--- src/rtl/rr_arb_mux.sv ---
// N-to-1 round-robin arbitrating mux with a registered output stage; 1-cycle in_valid->out_valid latency.
// Stalls all inputs while the output word is unconsumed; optional RR_ARB_MUX_STATS_EN adds a saturating xfer_count.
// Forced-select mode grants only force_sel and leaves the round-robin pointer untouched.
module rr_arb_mux #(
  parameter int WIDTH = 32,
  parameter int N     = 8,
  parameter int SELW  = $clog2(N)
) (
  input  logic                      clk,
  input  logic                      reset,
  input  logic [N-1:0][WIDTH-1:0]   in_data,
  input  logic [N-1:0]              in_valid,
  output logic [N-1:0]              in_ready,
  input  logic                      force_en,
  input  logic [SELW-1:0]           force_sel,
  output logic [WIDTH-1:0]          out_data,
  output logic [SELW-1:0]           out_sel,
  output logic                      out_valid,
  input  logic                      out_ready
`ifdef RR_ARB_MUX_STATS_EN
  ,
  output logic [15:0]               xfer_count
`endif
);

  logic [WIDTH-1:0] out_data_q, out_data_d;
  logic [SELW-1:0]  out_sel_q, out_sel_d;
  logic             out_valid_q, out_valid_d;
  logic [SELW-1:0]  ptr_q, ptr_d;

  logic             rr_found;
  logic [SELW-1:0]  rr_idx;
  logic [SELW-1:0]  cand;
  logic             gnt_found;
  logic [SELW-1:0]  gnt_idx;
  logic             load;
  logic             xfer;

  // Scan downward from ptr+N-1 to ptr so the closest requester after ptr wins last.
  always_comb begin
    rr_found = 1'b0;
    rr_idx   = '0;
    cand     = '0;
    for (int k = N - 1; k >= 0; k--) begin
      cand = ptr_q + SELW'(k);
      if (in_valid[cand]) begin
        rr_found = 1'b1;
        rr_idx   = cand;
      end
    end
  end

  assign gnt_found = force_en ? in_valid[force_sel] : rr_found;
  assign gnt_idx   = force_en ? force_sel : rr_idx;
  assign load      = !out_valid_q || out_ready;
  assign xfer      = !reset && load && gnt_found;

  always_comb begin
    in_ready = '0;
    for (int i = 0; i < N; i++) begin
      in_ready[i] = xfer && (gnt_idx == SELW'(i));
    end
  end

  always_comb begin
    out_valid_d = out_valid_q;
    out_data_d  = out_data_q;
    out_sel_d   = out_sel_q;
    ptr_d       = ptr_q;
    if (xfer) begin
      out_valid_d = 1'b1;
      out_data_d  = in_data[gnt_idx];
      out_sel_d   = gnt_idx;
      if (!force_en) begin
        ptr_d = gnt_idx + SELW'(1);
      end
    end else if (out_ready) begin
      out_valid_d = 1'b0;
    end
  end

  always_ff @(posedge clk) begin
    if (reset) begin
      out_valid_q <= 1'b0;
      out_data_q  <= '0;
      out_sel_q   <= '0;
      ptr_q       <= '0;
    end else begin
      out_valid_q <= out_valid_d;
      out_data_q  <= out_data_d;
      out_sel_q   <= out_sel_d;
      ptr_q       <= ptr_d;
    end
  end

  assign out_data  = out_data_q;
  assign out_sel   = out_sel_q;
  assign out_valid = out_valid_q;

`ifdef RR_ARB_MUX_STATS_EN
  logic [15:0] xfer_count_q;

  always_ff @(posedge clk) begin
    if (reset) begin
      xfer_count_q <= '0;
    end else if (xfer && (xfer_count_q != 16'hFFFF)) begin
      xfer_count_q <= xfer_count_q + 16'd1;
    end
  end

  assign xfer_count = xfer_count_q;
`endif

endmodule
--- config.mk ---
export PLATFORM = sky130hd
export DESIGN_NAME = rr_arb_mux
export DESIGN_NICKNAME = d
export VERILOG_FILES = /design/src/rtl/rr_arb_mux.sv
export SDC_FILE = /design/constraint.sdc
export NUM_CORES = 1
export LEC_CHECK = 0
export CAP_MARGIN = 20
export CORE_MARGIN = 2
export CORE_UTILIZATION = 23
export CTS_CLUSTER_SIZE = 8
export DETAILED_ROUTE_END_ITERATION = 8
export PLACE_DENSITY = 0.59
export SYNTH_ARGS = -nofsm -noshare
export SYNTH_HDL_FRONTEND = slang
export SYNTH_SLANG_ARGS = --single-unit
--- constraint.sdc ---
create_clock -name clk -period 4.2 [get_ports clk]
set_input_delay 0.63 -clock clk [delete_from_list [all_inputs] [get_ports clk]]
set_output_delay 0.63 -clock clk [all_outputs]
set_load 0.01 [all_outputs]
==> summary.md, run 1 <==
| Metric | Value |
|---|---|
| Cells after Synth | `513` |
| Pleak | `0.003560 uW` |
| Critical-path maximum fanout | `9` |
| Seq/Total Area, Yosys | `roughly 15%` |
| Gr usage total | `17.12%` |
| Remaining Overflow, GRT | `0` |
| Total CTS buffers | `5` |
| I/O Pins | `about 320` |
| Clock insertion delay at the later pin of the skew report | `0.30 ns` |
| Hold Crit Start | `out_data[12]` |
| Layout Skew | `0.01101 ns` |
| Nets | `1130` |
| Area delta synth->final | `75.61%` |
| Total die area | `approximately 23000 sq um` |
| Final estimated routing congestion in global placement | `0.8449` |
| Via count | `5405` |
| Clk buf depth | `2` |
| Routed vias/inst | `between 4 and 5` |
| PwrDens | `346.1 nW/um^2` |
| Setup WS pre-CTS | `-0.4755 ns` |
| Top cells by count, synth | `mux2i_1 (74), a21oi_1 (72), nand2_1 (43), dfxtp_1 (39), mux2_1 (33)` |
| Worst r2r src | `ptr_q[1]` |
| Clock Tree Root | `clkbuf_16` |
| Yosys cell types | `60` |
| CTS tree | `done` |
| Outcome | `complete, no violations` |
| CTS Hold Bufs | `0` |
| Crit Path Category | `in2out` |
| Data arrival, critical path | `approximately 3.4 ns` |
| Mapped cell area | `~5000 sq um` |
| Initial drt markers | `170` |
| Antenna Nets Post-Route | `0` |
| Synth top area share | `15.50%` |
| PortBufs | `314` |
| Tightest Pin Transition | `0.7560 ns` |
| CP Launch Type | `input port` |
| CTS sink cnt | `39` |
| Unrepaired setup endpoints after global routing | `no` |
| Routed Wire Length | `20.50 mm` |
| Initial Util | `a little under a quarter` |
| DP Wirelength | `16.25 mm` |
| Vias in the first global route | `5619` |
| Syn nets | `788` |
| Main flop type after synthesis | `dfxtp_1` |
| Worst setup startpoint | `in_valid[1]` |
| DR DRC count | `0` |
| Pre-Repair DR Iteration Count | `4` |
| Ant. Diodes | `0` |
| Clk slew on worst S/H paths | `0.06 ns` |
| Dominant cells by area after synthesis | `dfxtp_1 (15%), mux2i_1 (15%), mux2_4 (8.6%)` |
| Final Hold Slack | `0.4720 ns` |
| Syn_area_per_cell | `9.822 sq um` |
| Worst setup margin | `approximately 0.18 ns` |
| Final setup fails | `0` |
| Die width | `roughly 150 microns` |
| Asr flop ratio synth | `0%` |
| Endpoints failing hold | `0` |
| FF+latch count, synth | `39` |
| Fmax | `248.6 MHz` |
| DR WL/cell | `~18 microns` |
| Number of synthesized flops with an enable pin | `0` |
| Pin count of the biggest net entering global routing | `66` |
| Fin crit period | `4.023 ns` |
| Worst min path class | `reg2reg` |
| Final core utilization | `40.80%` |
| Syn. warnings | `0` |
| Slew Limit Fails | `0` |
| Die height | `152.0 microns` |
| First-pass GRT wire length | `31.57 mm` |
| H-tree depth | `2` |
| Most common cell in the synthesized netlist | `mux2i_1` |
| Initial antenna violation count | `0` |
| CP endpoint kind | `primary output` |
| Peak supply drop | `0.0001522 V` |
| Ratio of cells with drive above 1 in the final layout | `between 20% and 30%` |
| Cell taking the most area after synthesis | `dfxtp_1` |
| Row count | `54` |
| Core region area | `21690 sq um` |
| Final worst path period share | `95.79%` |
| Max_cap viols | `0` |
| Max-slew headroom | `49.60%` |
| Req. time, crit path | `3.57 ns` |
-- flip-flops by register name, summed over array words and instances, names as in the netlist --
signal and cells:
ptr_q 3, out_sel 3, out_data 32, out_valid 1
-- final timing paths --
path / depth (start not counted) / to / slack (ns)
worst min register to register: 2 / out_data[12] / 0.47
worst min-delay path: 2 / out_data[12] / 0.47
worst max register to register: 16 / out_data[31] / 0.46
worst max-delay path: 12 / in_ready[7] / 0.18
-- per-stage QoR --
stage | cells | setup TNS [ns] | total power, uW | instance area [sq um]
CTS | 1135 | -0.0005178 | 3101 | 8828
finish | 1136 | 0 | 3062 | 8848
floorplan | 513 | 0 | 1822 | 5039
global route | 1136 | 0 | 3266 | 8848
global placement | 1126 | -3.303 | 2686 | 8682
detailed placement | 1126 | -4.534 | 2676 | 8682
-- critical path, cell delays in order --
cell and delay [ns]:
dlygate4sd2_1 0.34, mux4_2 0.51, mux2_4 0.28, buf_4 0.15, nor2_2 0.12, o31ai_1 0.09
a311o_2 0.44, mux2i_4 0.18, nor3_2 0.07, ha_1 0.18, and2_1 0.13, dlygate4sd2_1 0.27
-- final cells by class --
| type | count | area, sq um |
|---|---|---|
| multi-input combinational | 422 | 3880 |
| fill | 2206 | 12840 |
| tap | 280 | 350.3 |
| sequential | 39 | 780.7 |
| timing repair buffer | 382 | 3674 |
| inverter | 5 | 18.77 |
| clock inverter | 3 | 20.02 |
| clock buffer | 5 | 125.1 |
-- layout by cell type, fill, tap and decap left out, types with 7 or more instances in the layout --
| master | instances |
|---|---|
| clkdlybuf4s50_1 | 298 |
| mux2i_1 | 74 |
| a21oi_1 | 72 |
| buf_4 | 65 |
| nand2_1 | 43 |
| dfxtp_1 | 39 |
| mux2_1 | 33 |
| o22a_1 | 32 |
| mux2_4 | 29 |
| o211ai_2 | 29 |
| mux4_2 | 18 |
| nor2_1 | 15 |
| dlygate4sd2_1 | 13 |
| mux2_2 | 7 |
-- logic make-up (layout without fill, tap and decap cells) --
logic type      after synthesis  count (layout)  share of synthesized area (%)
mux                         162             162                          40.77
compound gates              160             160                          24.93
simple gates                 90              90                          8.865
buf+inv                      52             395                          7.897
flops                        39              39                          15.50
xor+xnor                      6               6                          1.043
fa+ha+maj                     4               4                         0.9933
-- timing repair --
| item | 4_1_cts | 5_1_grt |
|---|---|---|
| pin swaps | 3 | 2 |
| setup endpoints to repair | 8 | 7 |
| setup buffers | 1 | 1 |
| resized for setup | 16 | 5 |
-- where the power goes --
part	internal (uW)	leakage, uW	switching [uW]
clock	219	0.0000658	175
combinational	1160	0.00317	919
sequential	510	0.000327	77.0
-- routing by layer --
layer	track usage (%)	up-vias	part of all wire, %
met3	4.278	23	7.1
li1	-	2651	-
met1	20.51	2508	41
met4	4.183	0	1.7
met2	30.61	223	50
met5	0	-	0
Note: power is estimated with default switching activity, not from simulation.
==> run 2: changes to the inputs <==
--- a/config.mk
+++ b/config.mk
@@ -11,6 +11,7 @@
 export CTS_CLUSTER_SIZE = 8
 export DETAILED_ROUTE_END_ITERATION = 8
 export PLACE_DENSITY = 0.59
+export SKIP_CTS_REPAIR_TIMING = 1
 export SYNTH_ARGS = -nofsm -noshare
 export SYNTH_HDL_FRONTEND = slang
 export SYNTH_SLANG_ARGS = --single-unit
==> constraint.sdc (replaced) <==
create_clock -name clk -period 5.2 [get_ports clk]
set_input_delay 0.78 -clock clk [delete_from_list [all_inputs] [get_ports clk]]
set_output_delay 0.78 -clock clk [all_outputs]
set_load 0.01 [all_outputs]
==> summary.md, run 2 (same netlist as run 1, synthesis figures left out) <==
| Metric | Value |
|---|---|
| Fmax | `around 200 MHz` |
| Initial drt markers | `191` |
| Peak supply drop | `0.0001335 V` |
| First-pass GRT wire length | `31.13 mm` |
| Fin crit period | `about 5 ns` |
| Most common cell after layout, fill and taps aside | `clkdlybuf4s50_1` |
| Slew Limit Fails | `0` |
| Layout Skew | `between 0.01 and 0.015 ns` |
| Ant. Diodes | `0` |
| Stages on the worst setup path | `11` |
| Initial antenna violation count | `0` |
| Clock Tree Root | `clkbuf_16` |
| R2R cell count | `11` |
| Endpoints failing hold | `0` |
| Total CTS buffers | `5` |
| CP Launch Type | `input port` |
| CTS sink cnt | `39` |
| Vias in the first global route | `5437` |
| Slowest CP cell | `mux4_2` |
| DR WL/cell | `around 18 microns` |
| DP Wirelength | `15.42 mm` |
| Crit Path Category | `in2out` |
| Placed cell area | `8344 sq um` |
| CP endpoint kind | `primary output` |
| Remaining Overflow, GRT | `0` |
| Core region area | `21690 sq um` |
| Clock insertion delay at the later pin of the skew report | `0.29 ns` |
| Pin count of the biggest net entering global routing | `73` |
| Max-slew headroom | `50.24%` |
| Tightest Pin Transition | `0.7465 ns` |
| CTS tree | `done` |
| Largest register FFs | `32` |
| Final estimated routing congestion in global placement | `0.8617` |
| Worst min path class | `reg2reg` |
| PortBufs | `314` |
| Largest stage delay on the critical path | `0.55 ns` |
| Row count | `54` |
| Critical-path maximum fanout | `6` |
| Clk slew on worst S/H paths | `0.06 ns` |
| Total die area | `23110 sq um` |
| Pre-Repair DR Iteration Count | `4` |
| Routed Wire Length | `roughly 20 mm` |
| Placed Cells | `1081` |
| Worst-path cell chain | `clkdlybuf4s50_1, mux4_2, mux2_4, or3_1, a41oi_1, a311o_2, mux2i_4, nor3_1, ha_1, and2_1, clkdlybuf4s50_1` |
| Final Hold Slack | `0.4745 ns` |
| Outcome | `complete, no violations` |
| Final setup fails | `0` |
| Most used cell along the critical path | `clkdlybuf4s50_1` |
| Antenna Nets Post-Route | `0` |
| PwrDens | `roughly 280 nW/um^2` |
| Die height | `152.0 microns` |
| Most frequent cells in the layout | `clkdlybuf4s50_1 (310), mux2i_1 (74), a21oi_1 (72), nand2_1 (43), dfxtp_1 (39)` |
| Final worst path period share | `95.98%` |
| Pleak | `0.003298 uW` |
| Nets | `1083` |
| Gr usage total | `16.85%` |
| DR DRC count | `0` |
| Data arrival, critical path | `between 4 and 5 ns` |
| Area delta synth->final | `68.56%` |
| Top cell family by delay on the critical path | `buffers and inverters` |
| R2R Setup Slk | `1.04 ns` |
| Die width | `152.0 microns` |
| H-tree depth | `2` |
| Setup TNS Final | `0 ns` |
| Finished Layout Cells | `1088` |
| Req. time, crit path | `4.42 ns` |
| Ratio of cells with drive above 1 in the final layout | `about 16%` |
| Max_cap viols | `0` |
| I/O Pins | `315` |
| Routed vias/inst | `4.854` |
| Via count | `5281` |
| Clk buf depth | `2` |
| Buf/Inv on CP | `2` |
| Hold depth | `2` |
| Unrepaired setup endpoints after global routing | `no` |
| Initial Util | `23.23%` |
| Design Area, Final | `8493 sq um` |
==> run 2: changes by cell type in the layout (fill, tap and decap cells not counted), moves of 2 or more <==
cell / before / now
buf_4: 65 / 19
dlygate4sd2_1: 13 / 0
clkdlybuf4s50_1: 298 / 310
clkinvlp_4: 2 / 0
==> run 2: final timing paths <==
path / startpoint / end
min reg2reg: out_data[31] / out_data[31]
max reg2reg: ptr_q[1] / out_data[21]
max: in_valid[7] / in_ready[7]
min: out_data[31] / out_data[31]
==> run 2: area by class of cell <==
cell class / count / area [sq um]
multi-input cells: 422 / 3869
clock buffers: 5 / 125.1
clock inverters: 2 / 13.76
flip-flops and latches: 39 / 780.7
repair buffers: 335 / 3336
inverters: 5 / 18.77
well taps: 280 / 350.3
fillers: 2217 / 13200
==> run 2: report_power, final <==
part	internal (uW)	switching, uW
clock	175	136
sequential	412	64.0
combinational	863	723
==> run 2: per-layer routing <==
metal / part of all wire (%) / global-route usage, % / up-vias / routed length [microns]
li1: - / - / 2550 / -
met1: 41 / 20.40 / 2486 / 8298
met2: 50 / 29.84 / 225 / 10020
met3: 7.0 / 4.136 / 20 / 1394
met4: 1.7 / 4.361 / 0 / 338
met5: 0 / 0 / - / 0
==> run 2: metrics by stage <==
step           setup slack, ns  util, %  total power, uW
2_1_floorplan            1.095        -             1471
3_3_place_gp            0.2020    38.47             2078
3_5_place_dp            0.1429    38.47             2078
4_1_cts                 0.1342    39.11             2413
5_1_grt                0.05057    39.16             2527
6_report                0.2090    39.16             2373
==> run 2: worst register-to-register path, cell delays in order, from the launching register on <==
cell       delay, ns
dfxtp_1         0.32
inv_1           0.13
ha_1            0.57
buf_4           0.24
mux2i_1         0.10
mux4_2          0.53
and4b_4         0.25
a2111oi_4       0.64
and2_2          0.28
buf_4           0.58
a21oi_1         0.28
o211ai_2        0.18
